$ cat src/rtl/tx_pause_sched_pkg.sv
// tx_pause_sched shared types and constants.
// One-hot FSM encoding, refresh divisor and counter helpers.
package tx_pause_sched_pkg;

  typedef enum logic [4:0] {
    S_IDLE      = 5'h01,
    S_SEND_XOFF = 5'h02,
    S_HOLD      = 5'h04,
    S_SEND_XON  = 5'h08,
    S_GAP       = 5'h10
  } state_t;

  localparam int          REFRESH_SHIFT = 1;
  localparam logic [15:0] CNT_SAT       = 16'hFFFF;

  function automatic logic [15:0] sat_inc(
    input logic [15:0] v
  );
    return (v == CNT_SAT) ? v : v + 16'd1;
  endfunction

  // Half the advertised pause, so the refresh lands before it expires.
  function automatic logic [15:0] refresh_val(
    input logic [15:0] pv
  );
    logic [15:0] h;
    h = pv >> REFRESH_SHIFT;
    return (h == 16'd0) ? 16'd1 : h;
  endfunction

endpackage

$ cat src/rtl/tx_pause_refresh_tmr.sv
// XOFF refresh timer: loadable 16-bit down-counter
// stepped by pause-quantum ticks, holding at zero.
module tx_pause_refresh_tmr (
  input  logic        clk,
  input  logic        rst_,
  input  logic        load,
  input  logic [15:0] value,
  input  logic        qtick,
  output logic        zero
);

  logic [15:0] cnt_q;

  always_ff @(posedge clk or negedge rst_) begin
    if (!rst_) begin
      cnt_q <= '0;
    end else if (load) begin
      cnt_q <= value;
    end else if (qtick && (cnt_q != 16'd0)) begin
      cnt_q <= cnt_q - 16'd1;
    end
  end

  assign zero = (cnt_q == 16'd0);

endmodule

$ cat src/rtl/tx_pause_sched.sv
// TX PAUSE-frame scheduler: FIFO-level hysteresis drives
// XOFF/XON requests to the encapsulator with refresh and watchdog.
module tx_pause_sched
  import tx_pause_sched_pkg::*;
#(
  parameter int LVL_W    = 12,
  parameter int XDONE_TO = 1023
) (
  input  logic             clk,
  input  logic             rst_,
  input  logic             pfc_en,
  input  logic [LVL_W-1:0] rxfifo_level,
  input  logic [LVL_W-1:0] xoff_thresh,
  input  logic [LVL_W-1:0] xon_thresh,
  input  logic [15:0]      tx_pause_value,
  input  logic             qtick,
  input  logic             xdone,
  output logic             xreq,
  output logic             xon,
  output logic             paused,
  output logic [15:0]      xoff_cnt,
  output logic [15:0]      xon_cnt,
  output logic             to_err
);

  localparam int WD_W = $clog2(XDONE_TO + 1);
  localparam logic [WD_W-1:0] WD_LAST = WD_W'(XDONE_TO - 1);

  state_t state_q;
  state_t state_n;

  logic            cong_q;
  logic            clr_q;
  logic            cong_d;
  logic            clr_d;
  logic            pfc_en_eff;
  logic            xreq_q;
  logic            xon_q;
  logic            paused_q;
  logic [15:0]     xoff_cnt_q;
  logic [15:0]     xon_cnt_q;
  logic            to_err_q;
  logic [WD_W-1:0] wd_q;
  logic            wd_exp;
  logic            tmr_load;
  logic [15:0]     tmr_val;
  logic            tmr_zero;
  logic            xoff_inc;
  logic            xon_inc;
  logic            to_set;
  logic            send_n;

  // Inverted thresholds collapse to a single level to avoid oscillation.
  always_comb begin
    cong_d = (rxfifo_level >= xoff_thresh);
    if (xon_thresh > xoff_thresh) begin
      clr_d = !cong_d;
    end else begin
      clr_d = (rxfifo_level < xon_thresh);
    end
  end

  always_ff @(posedge clk or negedge rst_) begin
    if (!rst_) begin
      cong_q <= 1'b0;
      clr_q  <= 1'b0;
    end else begin
      cong_q <= cong_d;
      clr_q  <= clr_d;
    end
  end

  assign pfc_en_eff = pfc_en && (tx_pause_value != 16'd0);
  assign wd_exp     = xreq_q && (wd_q == WD_LAST);

  tx_pause_refresh_tmr u_tmr (
    .clk   (clk),
    .rst_  (rst_),
    .load  (tmr_load),
    .value (tmr_val),
    .qtick (qtick),
    .zero  (tmr_zero)
  );

  always_comb begin
    state_n  = state_q;
    tmr_load = 1'b0;
    tmr_val  = refresh_val(tx_pause_value);
    xoff_inc = 1'b0;
    xon_inc  = 1'b0;
    to_set   = 1'b0;
    unique case (state_q)
      S_IDLE: begin
        if (pfc_en_eff && cong_q) begin
          state_n = S_SEND_XOFF;
        end
      end
      S_SEND_XOFF: begin
        if (xdone) begin
          xoff_inc = 1'b1;
          tmr_load = 1'b1;
          state_n  = S_HOLD;
        end else if (wd_exp) begin
          to_set  = 1'b1;
          state_n = S_GAP;
        end
      end
      S_HOLD: begin
        if (!pfc_en_eff || clr_q) begin
          state_n = S_SEND_XON;
        end else if (tmr_zero && cong_q) begin
          state_n = S_SEND_XOFF;
        end else if (tmr_zero) begin
          tmr_load = 1'b1;
        end
      end
      S_SEND_XON: begin
        if (xdone) begin
          xon_inc = 1'b1;
          state_n = S_GAP;
        end else if (wd_exp) begin
          to_set  = 1'b1;
          state_n = S_GAP;
        end
      end
      S_GAP: begin
        state_n = S_IDLE;
      end
      default: begin
        state_n = S_IDLE;
      end
    endcase
  end

  assign send_n = (state_n == S_SEND_XOFF) ||
                  (state_n == S_SEND_XON);

  always_ff @(posedge clk or negedge rst_) begin
    if (!rst_) begin
      state_q    <= S_IDLE;
      xreq_q     <= 1'b0;
      xon_q      <= 1'b0;
      paused_q   <= 1'b0;
      xoff_cnt_q <= '0;
      xon_cnt_q  <= '0;
      to_err_q   <= 1'b0;
      wd_q       <= '0;
    end else begin
      state_q  <= state_n;
      xreq_q   <= send_n;
      xon_q    <= (state_n == S_SEND_XOFF);
      // Stays paused across a refresh or resume handshake started in HOLD.
      paused_q <= (state_n == S_HOLD) || (paused_q && send_n);
      if (xoff_inc) begin
        xoff_cnt_q <= sat_inc(xoff_cnt_q);
      end
      if (xon_inc) begin
        xon_cnt_q <= sat_inc(xon_cnt_q);
      end
      if (to_set) begin
        to_err_q <= 1'b1;
      end
      if (xreq_q) begin
        wd_q <= wd_q + WD_W'(1);
      end else begin
        wd_q <= '0;
      end
    end
  end

  assign xreq     = xreq_q;
  assign xon      = xon_q;
  assign paused   = paused_q;
  assign xoff_cnt = xoff_cnt_q;
  assign xon_cnt  = xon_cnt_q;
  assign to_err   = to_err_q;

endmodule
$ cat config.mk
export PLATFORM = sky130hd
export DESIGN_NAME = tx_pause_sched
export DESIGN_NICKNAME = d
export VERILOG_FILES = /design/src/rtl/tx_pause_sched_pkg.sv /design/src/rtl/tx_pause_refresh_tmr.sv /design/src/rtl/tx_pause_sched.sv
export SDC_FILE = /design/constraint.sdc
export NUM_CORES = 1
export LEC_CHECK = 0
export ABC_AREA = 1
export ABC_CLOCK_PERIOD_IN_PS = 1700
export CAP_MARGIN = 20
export CORE_UTILIZATION = 30
export CTS_CLUSTER_DIAMETER = 50
export DETAILED_ROUTE_END_ITERATION = 10
export PLACE_DENSITY = 0.54
export SLEW_MARGIN = 20
export SYNTH_ARGS = -nofsm -noshare
export SYNTH_HDL_FRONTEND = slang
export SYNTH_SLANG_ARGS = --single-unit
$ cat constraint.sdc
create_clock -name clk -period 1.7 [get_ports clk]
set_input_delay 0.34 -clock clk [delete_from_list [all_inputs] [get_ports clk]]
set_output_delay 0.34 -clock clk [all_outputs]
set_load 0.005 [all_outputs]
Yosys cells after proc, flatten, opt, wreduce, memory -nomap -nowiden
Index checks and enable logic that the tools add are counted.

word-level totals
  latch bits = 0
  ROM bits = 0
  input bits = 57
  flip-flop bits (word level) = 69
  word-level logic and storage cells = 71
  memories kept = 0
  output and inout bits = 36
  memory bits (writable) = 0

cells by class
  div/mod/pow operators = 0
  multiply operators = 0
  $lt $le $gt $ge = 3
  $add $sub $neg = 4
  reductions and logical operators = 19
  shift operators = 0
  bitwise gates (word level) = 2
  multiplexer cells = 22
  eq/ne operators = 10

operator list
  kind                   number
  $add 16x1->16 const B  2
  $eq 16x16->1 const B   2
  $logic_not 16->1       2
  $mux 16                2
  $reduce_bool 16->1     2
  $mux 5                 6
  $pmux 5 s4             1
  $sub 16x1->16 const B  1
  $mux 15                1
  $ge 12x12->1           1
  $gt 12x12->1           1
  $lt 12x12->1           1
  $add 10x1->10 const B  1
  $eq 10x10->1 const B   1
  $eq 5x2->1 const B     2
  $eq 5x3->1 const B     2
  $eq 5x4->1 const B     2
  $mux 1                 10
  $mux 10                1
  $logic_and 1x1->1      6
  $eq 5x1->1 const B     1
  $reduce_and 2->1       2
  $logic_or 1x1->1       3
  $logic_not 1->1        2
  other kinds (4)        5

Logic depth before layout (Yosys ltp)
Gate-level depths: netlist of the first run.

  depth after elaboration = 10
  depth in mapped cells = 12
  gate-level depth less buffers = 12

Hierarchy
A second synthesis of the first run with hierarchy kept.

second synthesis, totals
  cell total of the unflattened synthesis = 689
  area total of the unflattened synthesis = 5,046.1 um2

by module, submodules not included
  module                cells an instance  times used  sequential area each (um2)  area each (um2)
  tx_pause_sched        506                1           1,327.5                     3,791.1
  tx_pause_refresh_tmr  183                1           400.4                       1,255.0

Worst setup path after synthesis of the first run
OpenSTA, ideal clock, no wires.

  path type = reg-to-reg
  from = reg xon_cnt_q[0], in the netlist xon_cnt[0]
  to = reg xon_cnt_q[14], in the netlist xon_cnt[14]
  cell stages (with the launch flop) = 10
  setup slack = 0.079 ns
  clock period less this slack = 1.621 ns
  data arrival time = 1.502 ns
  library setup time = 0.120 ns
  data required time = 1.580 ns
  buffers on the path = 1
  cell sequence = dfrtp_1 ha_1 nand3_1 nor3_2 nand3_1 nand3_2 inv_2 buf_6 nand2_1 o21ai_2

on the way
  cells in the longest elaborated chain, start to end = 3
  elaborated cells on any way between the ends = 4
  classes of those cells = add/sub (1); eq/ne (1); bitwise (1); reduce/logical (1)

ends and longest elaborated chain
  element                                                                line                   RTL
  start, declared                                                        tx_pause_sched.sv:41   logic [15:0] xon_cnt_q;
  start signal, assigned                                                 tx_pause_sched.sv:158  xon_cnt_q <= sat_inc(xon_cnt_q);
  parallel branches: the longest is 3 deep, another holds $add 16x1->16  n/a

Parallel ways; which one is timed is not known.
A chain may end at the register's enable or synchronous reset.

Final worst setup path of the first run
  from = reg xon_cnt_q[0], in the netlist xon_cnt[0]
  to = out xon_cnt[0]

RTL lines
  element        line                  RTL
  end, declared  tx_pause_sched.sv:22  output logic [15:0] xon_cnt,

No word-level cell between the ends.

==> impl_results.md, run 1 <==
* Status: finished clean
* Detailed Route WL at roughly 13 mm
* Std cell rows at 45
* Finish-stage setup viols at 0
* Placed Area at between 0.006 and 0.007 mm2
* Placer Congestion at 0.851
* Number of port buffers at 92
* Number of diodes at 0
* Final min period at ~1700 ps
* Critical Path End Type: output pin
* Syn nets at a little over 700
* Final Net Count at about 920
* Post-synthesis sequential area ratio at a little over a third
* Area grow syn2layout at 56.4%
* Post-DP HPWL at between 10 and 15 mm
* Largest net degree at the start of global routing at 19
* Post-Place Cells at slightly above 1000
* CP arrival at approximately 1400 ps
* Slew @ Worst Pin at between 300 and 400 ps
* First-pass DRT Iterations at 4
* Leak Pwr at approximately 3.6 nW
* DR WL/cell at approximately 13 um
* Req. time, crit path at around 1400 ps
* Synthesized cell area at between 0.004 and 0.005 mm2
* Main synth FF type: dfrtp_1
* First-pass GRT wire length at ~21 mm
* Clock Skew at about 10 ps
* F_max at 0.593 GHz
* Horiz. Die Dim at roughly 130 um
* Period utilisation layout at 99.2%
* CP startpoint kind: flop
* Post-Layout Cell Count at roughly 1000
* Initial core utilization at 31.0%
* FFs w/ async S/R, synth at between 90% and 100%
* RSZ-0062 raised after global routing: true
* CP Class: flop to output pin
* HP Class: input pin to flop
* Sink Count at between 60 and 70
* Synthesized area per cell at ~7.7 um2
* Vias in the first global route at between 4000 and 5000
* Max H-tree Level at 3
* Max Buffers Root-to-Sink at 2
* Unique masters post-synth at 40
* Clock-pin slew on the worst setup and hold paths at 60 ps
* CORE AREA at 0.0153 mm2
* Worst IR Drop VDD at 0.412 mV
* Vias per inst at 4.54
* Ports at 93
* Grt ovf at 0
* Synthesis warning total at 0
* Layout cell share with drive strength beyond 1 at about a quarter
* Worst hold margin at approximately 290 ps
* Cells after Synth at between 600 and 700
* Initial antenna violation count at 0
* Gr usage total at 16.1%
* Final instance area at approximately 0.0074 mm2
* Worst-skew pair later-pin latency at around 330 ps
* DRT antenna net count at 0
* Number of enable flip-flop cells after synthesis at 0
* Flops & latches, synth at between 60 and 70
* Final Hold Fails at 0
* Clock Root Buffer: clkbuf_16
* 1st-iter DRT viols at about 180
* Max-cap violation count at 0
* Die height at about 130 um
* Pwr per Cell Area at 830 mW/mm2
* Drt drc at 0
* CTS tree: yes
* Slew Limit Fails at 0
* Via count at approximately 4700
* Total CTS buffers at 9
* Rel. slew slack at about 77%
* CP max FO at 3
* Die area at 0.0163 mm2
[through the flow]
stage               TNS, ps  setup slack (ps)  total power, mW  util (%)
finish                    0              12.9             6.15      48.4
global route           -949             -72.9             6.55      48.4
CTS                       0              4.08             5.97      45.3
detailed placement    -9930              -456             3.91      42.9
global placement      -9870              -455             3.88      42.9
floorplan                 0              78.5             2.99         -
[cells in the mapped netlist, types with 3 or more instances]
| master | n | area share [%] |
|---|---|---|
| nand2_1 | 127 | 10 |
| a21oi_1 | 22 | 2.3 |
| o21a_1 | 3 | 0.47 |
| xnor2_1 | 10 | 1.8 |
| xor2_1 | 29 | 5.4 |
| o21ai_1 | 3 | 0.32 |
| buf_6 | 3 | 0.71 |
| inv_1 | 90 | 7.1 |
| nor4_1 | 4 | 0.53 |
| buf_2 | 3 | 0.32 |
| nand2_2 | 4 | 0.53 |
| o21ai_0 | 15 | 1.6 |
| nor2_2 | 4 | 0.53 |
| nand4_1 | 30 | 4.0 |
| nand3_1 | 45 | 4.7 |
| nor2_1 | 71 | 5.6 |
| o21ai_2 | 3 | 0.55 |
| nor2_4 | 3 | 0.71 |
| dfrtp_1 | 68 | 36 |
| nor3_1 | 16 | 1.7 |
| ha_1 | 41 | 11 |
| nand3_2 | 3 | 0.63 |
[where the power goes]
| part | internal, mW | switching, mW | total (mW) | leakage (nW) |
|---|---|---|---|---|
| Clock | 1.28 | 0.697 | 1.98 | 0.153 |
| Sequential | 1.88 | 0.214 | 2.09 | 0.857 |
| Combinational | 1.11 | 0.972 | 2.08 | 2.61 |
[cells in the final DEF (no fill, tap or decap), types with 28 or more instances in the layout]
cell	count
nor2_1	54
buf_4	94
xor2_1	28
ha_1	30
clkdlybuf4s50_1	84
nand2_1	116
nand3_1	36
nand4_1	30
inv_1	80
dfrtp_1	68
[cell families after synthesis]
group,after synthesis,share of synthesized area (%)
DFF,69,36.4
AOI/OAI and AO/OA,56,6.83
buffers and inverters,100,8.55
and+or+nand+nor,314,30.2
xor gates and xnor gates,39,7.20
adders and majority gates,41,10.8
[worst max-delay path, cell delays in order (launching register included)]
cell             delay, ps
dfrtp_1                390
buf_4                  140
clkdlybuf4s50_1        490
[cell type report]
class | count | area [um2]
Fill cell | 1474 | 7900
Multi-Input combinational cell | 450 | 3010
Timing Repair Buffer | 196 | 1760
Sequential cell | 69 | 1730
Inverter | 92 | 353
Tap cell | 211 | 264
Clock buffer | 11 | 233
Clock inverter | 5 | 75.1
[per-layer routing]
metal	vias to the layer above	track usage (%)	share of wire, %
met5	-	0	0
met4	0	4.22	1.2
met3	13	2.63	3.6
met2	104	28.0	49
met1	2161	20.8	46
li1	2421	-	-
[path summary, 6_finish.rpt]
kind | startpoint | to | slack [ps] | cells after the start
setup / recovery | xon_cnt[0]$_DFFE_PN0P_ | xon_cnt[0] | 10 | 2
hold / removal | tx_pause_value[3] | u_tmr.cnt_q[2]$_DFFE_PN0P_ | 290 | 3
setup reg to reg | xon_cnt[1]$_DFFE_PN0P_ | xon_cnt[12]$_DFFE_PN0P_ | 40 | 8
hold reg to reg | wd_q[0]$_DFF_PN0_ | wd_q[0]$_DFF_PN0_ | 490 | 1
max in group asynchronous | rst_ | wd_q[8]$_DFF_PN0_ | 750 | 3
min in group asynchronous | rst_ | u_tmr.cnt_q[0]$_DFFE_PN0P_ | 450 | 2
[registers in the layout (all words and copies together) (netlist names)]
register and cells:
wd_q 10, u_tmr.cnt_q 16, paused 1, xon_cnt 16, clr_q 1, cong_q 1
xoff_cnt 16, to_err 1, xreq 1, xon 1, state_q 5
[timing repair]
action | 4_1_cts | 5_1_grt
buffers inserted | 2 | 9
resized for setup | 14 | 100
setup endpoints to repair | 19 | 49
endpoints found under the hold margin | 5 | 0
pin swaps | 9 | 31
gates cloned | 0 | 0
hold buffers | 1 | 0
Note: power is estimated with default switching activity, not from simulation.
==> run 2, diff against run 1 <==
Settings changed: CORE_UTILIZATION 30 to 48, CTS_CLUSTER_SIZE set to 16, PLACE_DENSITY 0.54 to 0.79, SETUP_SLACK_MARGIN set to 0.4.
==> run 2 against run 1 <==
Against the previous run: the flow now finishes with violations (negative setup slack); wire length is 35% higher; via count up 20%; highest routed layer unchanged; largest power group is now combinational logic; global-route usage is 14 points higher; clock skew is 9.4 ps higher.
==> impl_results.md, run 2 (synthesis gave the netlist of run 1 again) <==
* Status: finished with violations
* Failing checks: negative setup slack
* Max-cap violation count at 0 (unchanged)
* Logic gate share of total power at 41.7% (+7.8 points)
* Die area at 0.0103 mm2 (-37%)
* Leak Pwr at 3.97 nW (+9.6%)
* Clock-pin slew on the worst setup and hold paths at 80 ps (+20 ps)
* Largest net degree at the start of global routing at 25 (+6)
* Sink Count at 69 (unchanged)
* Horiz. Die Dim at 101 um (-21%)
* RSZ-0062 raised after global routing: true
* F_max at 0.565 GHz (-4.7%)
* Number of port buffers at 92 (unchanged)
* CORE AREA at 0.00942 mm2 (-39%)
* Std cell rows at 35 (-22%)
* Post-DP HPWL at 9.74 mm (-4.1%)
* Most common library cell in the layout ignoring fill and taps: buf_4
* CP startpoint kind: flop
* Final setup margin at -69.8 ps (-82.7 ps)
* Final instance area at 0.00804 mm2 (+8.4%)
* CP arrival at 2000 ps (+650 ps)
* Fin Setup TNS at -507 ps (-507 ps)
* Worst-path cell with the longest stage delay: dfrtp_1
* Via count at 5620 (+20%)
* R2r setup slk at -70 ps (-110 ps)
* CP Cell Sequence: nor2_2, nand2_2, nor2_2, nand2_2, nor2_4, nand2_4, buf_8, nand3_4, inv_2, nand2_1, nand2_1
* Pint at 4.13 mW (-3.4%)
* Vias per inst at 5.64 (+24%)
* Finish-stage setup viols at 15 (+15)
* Final min period at 1770 ps (+82.7 ps)
* HP Class: input pin to flop
* Post-Place Cells at 894 (-11%)
* Pwr per Cell Area at 794 mW/mm2 (-4.2%)
* DRT antenna net count at 0 (unchanged)
* Worst-skew pair later-pin latency at 360 ps (+30 ps)
* Initial antenna violation count at 0 (unchanged)
* CP max FO at 7 (+4)
* CP max stage delay at 420 ps (-70 ps)
* Clock Skew at 19.4 ps (+9.36 ps)
* NetSw at 2.26 mW (+20%)
* Max Buffers Root-to-Sink at 2 (unchanged)
* Post-Layout Cell Count at 997 (-3.6%)
* First-pass DRT Iterations at 5 (+1)
* Flop pwr share at 33.6% (-0.4 points)
* Area grow syn2layout at 69.5%
* Die height at 101 um (-21%)
* Pwr Total at 6.38 mW (+3.8%)
* Period utilisation layout at 104% (+4.9 points)
* Critical Path End Type: flop
* Number of diodes at 0 (unchanged)
* Final core occ at 85.4% (+37 points)
* Slew @ Worst Pin at 386 ps (+48.5 ps)
* Max H-tree Level at 3 (unchanged)
* Commonest non-fill, non-tap cells in the layout: 110 x buf_4, 92 x nand2_1, 67 x inv_1
* CP Class: flop to flop
* Layout cell share with drive strength beyond 1 at 46.5% (+21 points)
* CTS tree: yes
* Final Hold Fails at 0 (unchanged)
* Final Net Count at 961 (+4.9%)
* Placed Area at 0.00654 mm2 (-0.48%)
* Ports at 93 (unchanged)
* Clock Root Buffer: clkbuf_8
* Slew Limit Fails at 0 (unchanged)
* Total CTS buffers at 9 (unchanged)
* Gr usage total at 29.8% (+14 points)
* Grt ovf at 0 (unchanged)
* Sw Share at 35.4% (+4.8 points)
* 1st-iter DRT viols at 342 (+89%)
* Fillers at 495 (-66%)
* Vias in the first global route at 5345 (+14%)
* Detailed Route WL at 17.5 mm (+35%)
* Placer Congestion at 0.917 (+7.8%)
* DR WL/cell at 17.6 um (+40%)
* Worst IR Drop VDD at 0.698 mV (+69%)
* Rel. slew slack at 74.0% (-3.2 points)
* First-pass GRT wire length at 23.8 mm (+11%)
* Req. time, crit path at 1930 ps (+570 ps)
* Initial core utilization at 50.4% (+19 points)
* Clock network power share at 24.7% (-7.4 points)
* Drt drc at 0 (unchanged)
==> run 2: routing by layer <==
| metal | share of wire (%) | wire (um) | up-vias | global-route usage [%] |
|---|---|---|---|---|
| li1 | - | - | 2507 | - |
| met1 | 36 | 6350 | 2680 | 33.7 |
| met2 | 51 | 8860 | 340 | 54.0 |
| met3 | 8.0 | 1400 | 93 | 6.21 |
| met4 | 5.2 | 908 | 0 | 13.8 |
| met5 | 0 | 0 | - | 0 |
==> run 2: final timing paths <==
path,from,end,cells past startpoint
worst min-delay path,tx_pause_value[3],u_tmr.cnt_q[2]$_DFFE_PN0P_,3
worst max register to register,u_tmr.cnt_q[7]$_DFFE_PN0P_,u_tmr.cnt_q[1]$_DFFE_PN0P_,11
min in group asynchronous,rst_,u_tmr.cnt_q[8]$_DFFE_PN0P_,2
max in group asynchronous,rst_,wd_q[2]$_DFF_PN0_,3
worst max-delay path,u_tmr.cnt_q[7]$_DFFE_PN0P_,u_tmr.cnt_q[1]$_DFFE_PN0P_,11
worst min register to register,wd_q[0]$_DFF_PN0_,wd_q[0]$_DFF_PN0_,1
==> run 2: stage by stage <==
stage | hold slack (ps) | worst slack (ps)
finish | 366 | -69.8
detailed placement | 262 | -388
global placement | 262 | -319
global route | 396 | -163
floorplan | 44.4 | 112
CTS | 367 | 50.7
==> run 2: repair_timing <==
action                                 4_1_cts  5_1_grt
gates cloned                                 2        1
resized for setup                          281      152
hold buffers                                 1        0
setup endpoints to repair                   96       96
pin swaps                                   71       66
endpoints found under the hold margin        8        0
setup buffers                               68       15
==> run 2: layout make-up <==
type	instances	area [um2]	area share (%)
clock buffers	12	155	1.93
repair buffers	239	1980	24.6
multi-input cells	451	3540	44.0
clock inverters	4	70.1	0.872
well taps	129	161	2.01
inverters	92	390	4.86
flip-flops and latches	69	1730	21.6
repair inverters	1	11.3	0.140
==> run 2: worst max-delay path, delay by kind of cell (launching register included) <==
kind	cells	cell delay [ps]
DFF	1	420
buffers and inverters	2	210
and+or+nand+nor	9	1020
==> run 2: power groups by stage <==
stage	sequential, mW	combinational, mW	clock [mW]
after CTS	2.08	2.26	1.54
final	2.14	2.66	1.58
after global placement	2.10	1.78	0
after floorplan	2.10	1.00	0
after detailed placement	2.11	1.84	0
after global routing	2.17	2.85	1.64
